<file path="config.mk">
export PLATFORM = sky130hd
export DESIGN_NAME = led_controller_n
export DESIGN_NICKNAME = d
export VERILOG_FILES = /design/src/rtl/led_controller_n.sv
export SDC_FILE = /design/constraint.sdc
export NUM_CORES = 1
export LEC_CHECK = 0
export ABC_AREA = 1
export BUFFER_PORTS_ARGS = -buffer_cell sky130_fd_sc_hd__buf_2
export CORE_MARGIN = 2
export CORE_UTILIZATION = 35
export DETAILED_ROUTE_END_ITERATION = 7
export PLACE_DENSITY = 0.54
export SLEW_MARGIN = 10
export SYNTH_ARGS = -nofsm -noshare
export SYNTH_HDL_FRONTEND = slang
export SYNTH_SLANG_ARGS = --single-unit
</file>
<file path="constraint.sdc">
create_clock -name clk_400K -period 7.47 [get_ports clk_400K]
set_input_delay 2.241 -clock clk_400K [delete_from_list [all_inputs] [get_ports clk_400K]]
set_output_delay 2.241 -clock clk_400K [all_outputs]
set_load 0.05 [all_outputs]
</file>
<file path="src/rtl/led_controller_n.sv">
// led_controller_n: NUM_LEDS-channel PWM LED driver with per-LED mode select
// and a shared group dim/blink gate, configured over a simple register bus.
// Duty values are double-buffered and only committed at PWM period boundaries.
// Optional feature macro: LED_AUTOINC_EN adds MODE.AI (bit1), an address
// auto-increment pointer for burst register access.
module led_controller_n #(
  parameter int NUM_LEDS  = 8,
  parameter int DATA_BITS = 8,
  parameter int ADDR_BITS = 6
) (
  input  logic                 clk_400K,
  input  logic                 reset,
  input  logic                 sleep,
  input  logic [ADDR_BITS-1:0] addr,
  input  logic [DATA_BITS-1:0] wdata,
  input  logic                 w_en,
  input  logic                 r_en,
  output logic [DATA_BITS-1:0] rdata,
  output logic [NUM_LEDS-1:0]  leds
);

  localparam int NUM_LO   = (NUM_LEDS + 3) / 4;
  localparam int PWM_BASE = 3;
  localparam int LO_BASE  = PWM_BASE + NUM_LEDS;
  localparam int NUM_REGS = LO_BASE + NUM_LO;
  localparam logic [DATA_BITS-1:0] ALL_ONES = '1;

  // Bus handshake: w_en and r_en are single-cycle strobes sampled on the
  // rising edge with no back-pressure (the block is always ready). A write
  // updates its register for the following cycle. A read-only strobe loads
  // rdata, which is valid from the next cycle and holds until the next
  // read-only strobe. With both strobes high, only the write takes effect.

  logic                 dmblnk_q;
  logic [DATA_BITS-1:0] grppwm_q;
  logic [DATA_BITS-1:0] grpfreq_q;
  logic [DATA_BITS-1:0] pwm_q    [NUM_LEDS];
  logic [DATA_BITS-1:0] sh_pwm_q [NUM_LEDS];
  logic [DATA_BITS-1:0] ledout_q [NUM_LO];
  logic [DATA_BITS-1:0] sh_grp_q;
  logic [DATA_BITS-1:0] pcnt_q, pcnt_d;
  logic [DATA_BITS-1:0] pre_q, pre_d;
  logic [DATA_BITS-1:0] gcnt_q, gcnt_d;
  logic [DATA_BITS-1:0] limit;
  logic [DATA_BITS-1:0] rdata_q, rd_val;
  logic [NUM_LEDS-1:0]  leds_q, led_d;
  logic [ADDR_BITS-1:0] eff_addr;
  logic [31:0]          eff_idx;
  logic                 boundary;
  logic                 gate;

`ifdef LED_AUTOINC_EN
  logic                 ai_q;
  logic [ADDR_BITS-1:0] ptr_q, ptr_d;
  logic [ADDR_BITS-1:0] last_addr_q;
  logic                 last_vld_q;
  logic                 use_ptr;

  // Repeated accesses to the same address walk through the map via the pointer.
  assign use_ptr  = ai_q && last_vld_q && (addr == last_addr_q);
  assign eff_addr = use_ptr ? ptr_q : addr;
  assign ptr_d    = (32'(eff_addr) >= 32'(NUM_REGS - 1)) ? '0 : eff_addr + ADDR_BITS'(1);

  // Remember the last strobed address and advance the burst pointer.
  always_ff @(posedge clk_400K or posedge reset) begin
    if (reset) begin
      ptr_q       <= '0;
      last_addr_q <= '0;
      last_vld_q  <= 1'b0;
    end else if (w_en || r_en) begin
      ptr_q       <= ptr_d;
      last_addr_q <= addr;
      last_vld_q  <= 1'b1;
    end
  end
`else
  assign eff_addr = addr;
`endif

  assign eff_idx  = 32'(eff_addr);
  assign boundary = !sleep && (pcnt_q == ALL_ONES);
  assign gate     = (gcnt_q < sh_grp_q);
  assign pcnt_d   = sleep ? pcnt_q : pcnt_q + DATA_BITS'(1);

  // Control register writes (MODE, GRPPWM, GRPFREQ) and shadow group duty.
  always_ff @(posedge clk_400K or posedge reset) begin
    if (reset) begin
      dmblnk_q  <= 1'b0;
`ifdef LED_AUTOINC_EN
      ai_q      <= 1'b0;
`endif
      grppwm_q  <= ALL_ONES;
      grpfreq_q <= '0;
      sh_grp_q  <= '0;
    end else begin
      if (w_en && eff_idx == 32'd0) begin
        dmblnk_q <= wdata[0];
`ifdef LED_AUTOINC_EN
        ai_q     <= wdata[1];
`endif
      end
      if (w_en && eff_idx == 32'd1) grppwm_q  <= wdata;
      if (w_en && eff_idx == 32'd2) grpfreq_q <= wdata;
      if (boundary)                 sh_grp_q  <= grppwm_q;
    end
  end

  // Per-LED duty and mode registers; duties copy into shadows at each boundary.
  always_ff @(posedge clk_400K or posedge reset) begin
    if (reset) begin
      for (int i = 0; i < NUM_LEDS; i++) begin
        pwm_q[i]    <= '0;
        sh_pwm_q[i] <= '0;
      end
      for (int k = 0; k < NUM_LO; k++) ledout_q[k] <= '0;
    end else begin
      for (int i = 0; i < NUM_LEDS; i++) begin
        if (w_en && eff_idx == 32'(PWM_BASE + i)) pwm_q[i] <= wdata;
        if (boundary) sh_pwm_q[i] <= pwm_q[i];
      end
      for (int k = 0; k < NUM_LO; k++) begin
        if (w_en && eff_idx == 32'(LO_BASE + k)) ledout_q[k] <= wdata;
      end
    end
  end

  // Read mux: unmapped addresses return zero.
  always_comb begin
    rd_val = '0;
    if (eff_idx == 32'd0) begin
      rd_val[0] = dmblnk_q;
`ifdef LED_AUTOINC_EN
      rd_val[1] = ai_q;
`endif
    end
    if (eff_idx == 32'd1) rd_val = grppwm_q;
    if (eff_idx == 32'd2) rd_val = grpfreq_q;
    for (int i = 0; i < NUM_LEDS; i++) begin
      if (eff_idx == 32'(PWM_BASE + i)) rd_val = pwm_q[i];
    end
    for (int k = 0; k < NUM_LO; k++) begin
      if (eff_idx == 32'(LO_BASE + k)) rd_val = ledout_q[k];
    end
  end

  // Registered read data, loaded only on a read without a concurrent write.
  always_ff @(posedge clk_400K or posedge reset) begin
    if (reset) rdata_q <= '0;
    else if (r_en && !w_en) rdata_q <= rd_val;
  end

  // Group prescaler: dim mode steps gcnt every period, blink every GRPFREQ+1 periods.
  always_comb begin
    limit  = dmblnk_q ? grpfreq_q : '0;
    pre_d  = pre_q;
    gcnt_d = gcnt_q;
    if (boundary) begin
      if (pre_q == limit) begin
        pre_d  = '0;
        gcnt_d = gcnt_q + DATA_BITS'(1);
      end else begin
        pre_d  = pre_q + DATA_BITS'(1);
      end
    end
  end

  // Free-running PWM counter plus group counters; all freeze while asleep.
  always_ff @(posedge clk_400K or posedge reset) begin
    if (reset) begin
      pcnt_q <= '0;
      pre_q  <= '0;
      gcnt_q <= '0;
    end else begin
      pcnt_q <= pcnt_d;
      pre_q  <= pre_d;
      gcnt_q <= gcnt_d;
    end
  end

  // Per-LED mode decode: 00 off, 01 on, 10 individual PWM, 11 PWM gated by group.
  for (genvar n = 0; n < NUM_LEDS; n++) begin : g_chan
    logic [1:0] sel;
    logic       ind;
    assign sel      = ledout_q[n / 4][2 * (n % 4) +: 2];
    assign ind      = (pcnt_q < sh_pwm_q[n]);
    assign led_d[n] = (sel == 2'b01) || (sel == 2'b10 && ind) || (sel == 2'b11 && ind && gate);
  end

  // Registered LED drive, forced off while asleep.
  always_ff @(posedge clk_400K or posedge reset) begin
    if (reset) leds_q <= '0;
    else if (sleep) leds_q <= '0;
    else leds_q <= led_d;
  end

  assign rdata = rdata_q;
  assign leds  = leds_q;

endmodule

</file>
==> flow_summary.yaml, run 1 <==
yosys:
  synth_ff_type: "dfrtp_1"
  synth_top_area_frac: 0.480
  synth_fp_nets: 1333
  synth_edf_count: 0
  yosysWarnings: 0
  yosysSeqAreaShare: 0.501
  synth_cell_types: 36
  yosys-top-cells-area: "dfrtp_1 48%, nand2_1 12%, o21ai_0 8.8%"
  yosysTopAreaCell: "dfrtp_1"
  synth-async-reset-ratio: 1.00
  synth.top_cells.by_count: "348 x nand2_1, 201 x dfrtp_1, 185 x o21ai_0"
  syn-mean-instance-area_um2: 8.39
  synth_most_common_cell: "nand2_1"
  netlist_area_mm2: 0.0105
  ys_ff_latch: 209
  netlist_instances: 1248
timing:
  finalCritPeriodShare: 0.601
  worst_pin_slew_ns: 1.24
  setup_violations: 0
  max_freq_mhz: 223
  relSlewSlack: 0.172
  slew_viol_final: 0
  setup_tns_ns: 0
  rsz0062_at_grt: "no"
  clock_skew_ns: 0.0122
  whs_ns: 0.473
  min_period_ns: 4.49
  hold_viol: 0
placed_design:
  gp_congestion: 0.801
  dp.final_hpwl_um: 19500
  placed_area_mm2: 0.0110
  port_buffers: 34
route:
  drt-total-wl_um: 28600
  drtIter0Drc: 638
  vias_per_cell: 4.86
  ant_nets: 0
  drc_errors: 0
  drt-pass1-iter-count: 5
  vias: 8138
  wl_per_cell_um: 17.1
worst_setup_path:
  crit_path_max_incr_delay_ns: 0.72
  r2r_end: "sh_pwm_q[6]"
  cp_max_fo: 73
  start_kind: "input pin"
  reg2reg_slack_ns: 3.81
  r2r_start: "pcnt_q[6]"
  crit_path_cell_trace: "buf_2 -> inv_2 -> nand3_2 -> inv_2 -> buf_4 -> o21ai_0"
  cp-end-kind: "flop"
  critPathSlowestCell: "nand3_2"
  critical_path_class: "input pin to flop"
  cpMostUsedCell: "inv_2"
  reg2reg_depth: 6
  cp.arrival_ns: 4.85
  required_ns: 7.83
floorplan:
  pin_count: 35
  die_h_um: 177
  core_area_mm2: 0.0296
  std_cell_rows: 63
  die-area_mm2: 0.0313
  die_w_um: 177
  start_util: 0.354
grt:
  grt_pass1_vias: 7868
  antenna_found_initial: 1
  grt_util_all_layers: 0.191
  grt_pass1_wl_um: 45800
  grt_max_degree: 142
  overflow: 0
clock_tree:
  clk_latency_ns: 0.51
  clk_pin_slew_ns: 0.06
  cts_resized: 0
  ctsRootBufferMaster: "clkbuf_16"
  numCtsBuffers: 23
  cts_tree: "yes"
  post-cts-setup-buffer-count: 0
  h-tree-depth: 1
  holdBufCountCts: 0
  clock_path_buffers: 3
  cts.sinks: 209
hold_path:
  hold_path.class: "flop to flop"
  hold_path_end: "gcnt_q[7]"
  min_from: "gcnt_q[7]"
  whs_path_depth: 1
job:
  cap_violations: 0
pwr:
  p_per_area_mw_per_mm2: 249
  power.leakage_nw: 5.74
  vdd_drop_max_uv: 169
  power_w: 0.00293
layout:
  fin_area_mm2: 0.0117
  fill_cells: 3032
  antennaDiodeCount: 0
  final-seq-area_mm2: 0.00524
  drive_gt1_frac: 0.0857
  nNetsFinal: 1354
  area_growth_pct: 12.1
  multi_input_comb_area_mm2: 0.00446
outcome:
  status: "finished, final reports clean"
## layer usage
layer  vias up  global-route usage  share of wire
li1       4056                   -              -
met5         -                   0              0
met1      3922               0.266           0.47
met4         0              0.0403          0.018
met2       127               0.319           0.47
met3        33              0.0234          0.038
## placed cells by master, fill, tap and decap left out, types with 5 or more instances in the layout
cell / synthesis / routed
nand2_1: 348 / 348
dfrtp_1: 201 / 201
o21ai_0: 185 / 185
inv_1: 160 / 158
ha_1: 66 / 66
nor2_1: 57 / 57
a21oi_1: 48 / 48
nand3_1: 37 / 36
buf_2: 3 / 34
clkbuf_16: 0 / 23
nand4_1: 17 / 17
xor2_1: 10 / 10
nor3_1: 8 / 8
a211oi_1: 8 / 8
dfstp_2: 8 / 8
xnor2_1: 7 / 7
nor2_4: 6 / 6
clkinv_2: 0 / 6
nand3b_1: 5 / 5
clkbuf_8: 0 / 5
## cell type report
class	instances	area share
Timing Repair Buffer	38	0.0181
Clock inverter	8	0.00576
Inverter	162	0.0521
Clock buffer	32	0.0562
Sequential cell	209	0.446
Tap cell	390	0.0416
Multi-Input combinational cell	835	0.380
## critical path: cells and delay by family
family          cells  cell delay (ns)
compound gates      1             0.17
buf+inv             4             1.67
simple gates        1             0.72
## kinds of logic (layout without fill, tap and decap cells)
family                     count (synthesis)  after routing  synth area share
AOI/OAI and AO/OA                        257            257             0.128
xor gates and xnor gates                  19             19            0.0173
adders and majority gates                 66             66            0.0789
buffers and inverters                    204            240            0.0742
DFF                                      209            209             0.501
and+or+nand+nor                          493            493             0.201
## through the flow
step / cells / worst slack, ns / util
after floorplan: 1248 / 2.52 / -
after global placement: 1634 / 2.49 / 0.372
after detailed placement: 1634 / 2.43 / 0.372
after CTS: 1674 / 2.97 / 0.397
after global routing: 1674 / 2.65 / 0.397
final: 1674 / 2.98 / 0.397
## report_power, final
group | internal, W | leakage (nW) | switching, W
Combinational | 0.000155 | 2.83 | 0.000266
Sequential | 0.00123 | 2.55 | 0.000164
Clock | 0.000648 | 0.362 | 0.000464
## how the worst max path moves through the flow
stage	startpoint	to	slack, ns	cells past startpoint
finish	sleep	sh_pwm_q[6]	2.98	6
global route	sleep	sh_pwm_q[14]	2.65	7
CTS	sleep	sh_pwm_q[6]	2.97	6
detailed placement	sleep	sh_pwm_q[15]	2.43	6
global placement	sleep	sh_pwm_q[7]	2.49	6
floorplan	reset	dmblnk_q	2.52	1
## flip-flops by register name, indices dropped and copies added, names as in the netlist
signal / count
pwm_q: 64
sh_pwm_q: 64
g_chan.sel: 16
gcnt_q: 8
grpfreq_q: 8
grppwm_q: 8
leds: 8
pcnt_q: 8
pre_q: 8
rdata: 8
sh_grp_q: 8
dmblnk_q: 1
Power figures use the tool's default switching activity.
==> run 2: changes to the inputs <==
--- a/config.mk
+++ b/config.mk
@@ -5,7 +5,7 @@
 export SDC_FILE = /design/constraint.sdc
 export NUM_CORES = 1
 export LEC_CHECK = 0
-export ABC_AREA = 1
+export ABC_AREA = 0
 export BUFFER_PORTS_ARGS = -buffer_cell sky130_fd_sc_hd__buf_2
 export CORE_MARGIN = 2
 export CORE_UTILIZATION = 35
==> constraint.sdc (replaced) <==
create_clock -name clk_400K -period 4.05 [get_ports clk_400K]
set_input_delay 1.215 -clock clk_400K [delete_from_list [all_inputs] [get_ports clk_400K]]
set_output_delay 1.215 -clock clk_400K [all_outputs]
set_load 0.05 [all_outputs]
==> run 2 against run 1 <==
First-iteration DRC count fell by 11%. Critical path depth fell by 1. Combinational power rose by 130%. Core utilization rose by 0.61 points. Non-clock buffer count rose by 21. Die area rose by 3.1%. Worst setup slack got worse by 1.6 ns. Critical endpoint is now gcnt_q[1]. Largest cell class unchanged. Largest power group unchanged.
==> flow_summary.yaml, run 2 <==
outcome:
  status: "finished, final reports clean"
route:
  vias_per_cell: 5.36
  drtIter0Drc: 565
  ant_nets: 0
  drc_errors: 0
  drt-pass1-iter-count: 5
  vias: 7707
  drt-total-wl_um: 30400
  wl_per_cell_um: 21.1
worst_setup_path:
  cp.depth: 5
  reg2reg_depth: 5
  critPathSlowestCell: "dfrtp_1"
  crit_path_max_incr_delay_ns: 0.84
  critPathTopFamily: "flip-flops"
  crit_buf_inv: 0
  cp_max_fo: 10
  critical_path_class: "flop to flop"
  required_ns: 4.45
  start_kind: "flop"
  r2r_end: "gcnt_q[1]"
  cp.arrival_ns: 3.11
  r2r_start: "pcnt_q[4]"
  crit_path_cell_trace: "and4b_1 -> and3_4 -> nand3_4 -> a2111oi_4 -> mux2_2"
  cp-end-kind: "flop"
  reg2reg_slack_ns: 1.34
yosys:
  syn-mean-instance-area_um2: 10.9
  yosysTopAreaCell: "dfrtp_1"
  yosysWarnings: 0
  synth_most_common_cell: "dfrtp_1"
  yosysSeqAreaShare: 0.485
  netlist_instances: 991
  yosys-top-cells-area: "dfrtp_1 47%, mux2_2 12%, ha_1 7.6%"
  synth-async-reset-ratio: 1.00
  netlist_area_mm2: 0.0108
  synth_ff_type: "dfrtp_1"
  synth_edf_count: 0
  ys_ff_latch: 209
  synth_cell_types: 57
  synth_fp_nets: 1076
  synth_top_area_frac: 0.466
  synth.top_cells.by_count: "201 x dfrtp_1, 119 x mux2_2, 87 x o21ai_0"
timing:
  setup_slack_ns: 1.34
  setup_violations: 0
  worst_pin_slew_ns: 0.960
  hold_viol: 0
  min_period_ns: 2.71
  clock_skew_ns: 0.0122
  setup_tns_ns: 0
  finalCritPeriodShare: 0.668
  relSlewSlack: 0.358
  rsz0062_at_grt: "no"
  max_freq_mhz: 370
  slew_viol_final: 0
layout:
  final_common_cell: "dfrtp_1"
  mostFrequentLayoutCells: "201 x dfrtp_1, 119 x mux2_2, 87 x o21ai_0"
  final_util: 0.403
  drive_gt1_frac: 0.237
  stdcell_count: 1439
  fin_area_mm2: 0.0123
  fill_cells: 2926
  nNetsFinal: 1112
  area_growth_pct: 13.9
grt:
  grt_util_all_layers: 0.190
  grt_pass1_wl_um: 47400
  antenna_found_initial: 0
  overflow: 0
  grt_max_degree: 44
  grt_pass1_vias: 7700
placed_design:
  placed_area_mm2: 0.0115
  gp_congestion: 0.911
  place_ws_ns: 0.892
  dp.final_hpwl_um: 21400
  port_buffers: 34
  placed_cells: 1396
pwr:
  combPwrFrac: 0.165
  p_per_area_mw_per_mm2: 472
  switchingPower_w: 0.00173
  vdd_drop_max_uv: 317
  p_int_w: 0.00408
  seqPwrFrac: 0.445
  p_clk_frac: 0.390
  switching_share: 0.297
  power.leakage_nw: 5.94
floorplan:
  start_util: 0.354
  die_h_um: 180
  core_area_mm2: 0.0305
  std_cell_rows: 64
  die-area_mm2: 0.0323
  pin_count: 35
  die_w_um: 180
hold_path:
  min_from: "gcnt_q[7]"
  hold_path_end: "gcnt_q[7]"
  hold_path.class: "flop to flop"
  whs_path_depth: 1
clock_tree:
  clk_latency_ns: 0.52
  holdBufCountCts: 0
  numCtsBuffers: 25
  cts.sinks: 209
  cts_resized: 0
  clk_pin_slew_ns: 0.06
  h-tree-depth: 1
  ctsRootBufferMaster: "clkbuf_16"
  clock_path_buffers: 3
  post-cts-setup-buffer-count: 0
  cts_tree: "yes"
job:
  cap_violations: 0
==> run 2: power by group through the flow <==
stage	clock [W]	combinational, W	sequential (W)
floorplan	0	0.000566	0.00256
global placement	0	0.000948	0.00262
detailed placement	0	0.000960	0.00262
CTS	0.00231	0.000966	0.00258
global route	0.00241	0.00106	0.00260
finish	0.00226	0.000960	0.00258
==> run 2: area by class of cell <==
cell class / count / area [um^2] / share of cell area
Multi-Input combinational cell: 659 / 5060 / 0.411
Inverter: 73 / 278 / 0.0226
Antenna cell: 1 / 2.50 / 0.000203
Clock buffer: 34 / 699 / 0.0569
Timing Repair Buffer: 59 / 408 / 0.0332
Tap cell: 396 / 495 / 0.0403
Sequential cell: 209 / 5240 / 0.426
Clock inverter: 8 / 119 / 0.00967
==> run 2: routing by layer <==
layer / wire, um / global-route usage / part of all wire / vias up
met5: 0 / 0 / 0 / -
li1: - / - / - / 3591
met1: 14700 / 0.277 / 0.48 / 3888
met2: 13500 / 0.291 / 0.44 / 181
met4: 890 / 0.0569 / 0.029 / 0
met3: 1290 / 0.0296 / 0.043 / 47
==> run 2: stage by stage <==
| step | total power, W | hold slack [ns] |
|---|---|---|
| 6_report | 0.00581 | 0.480 |
| 4_1_cts | 0.00586 | 0.492 |
| 3_5_place_dp | 0.00358 | 0.484 |
| 2_1_floorplan | 0.00312 | 0.449 |
| 5_1_grt | 0.00606 | 0.515 |
| 3_3_place_gp | 0.00356 | 0.477 |
==> run 2: worst max path at each step <==
| stage | slack (ns) | start | end |
|---|---|---|---|
| after global routing | 1.19 | pcnt_q[4] | gcnt_q[0] |
| after floorplan | 0.13 | reset | dmblnk_q |
| after CTS | 1.33 | pcnt_q[4] | gcnt_q[1] |
| after detailed placement | 0.89 | addr[5] | pwm_q[62] |
| after global placement | 0.92 | sleep | gcnt_q[1] |
| final | 1.34 | pcnt_q[4] | gcnt_q[1] |
==> run 2: cell families after synthesis <==
logic type / after synthesis / synth area share
buffers and inverters: 123 / 0.0467
AND/OR/NAND/NOR: 220 / 0.102
flip-flops: 209 / 0.485
XOR/XNOR: 25 / 0.0210
adder cells (fa/ha/maj): 66 / 0.0765
multiplexers: 136 / 0.141
AO/OA/AOI/OAI: 212 / 0.127
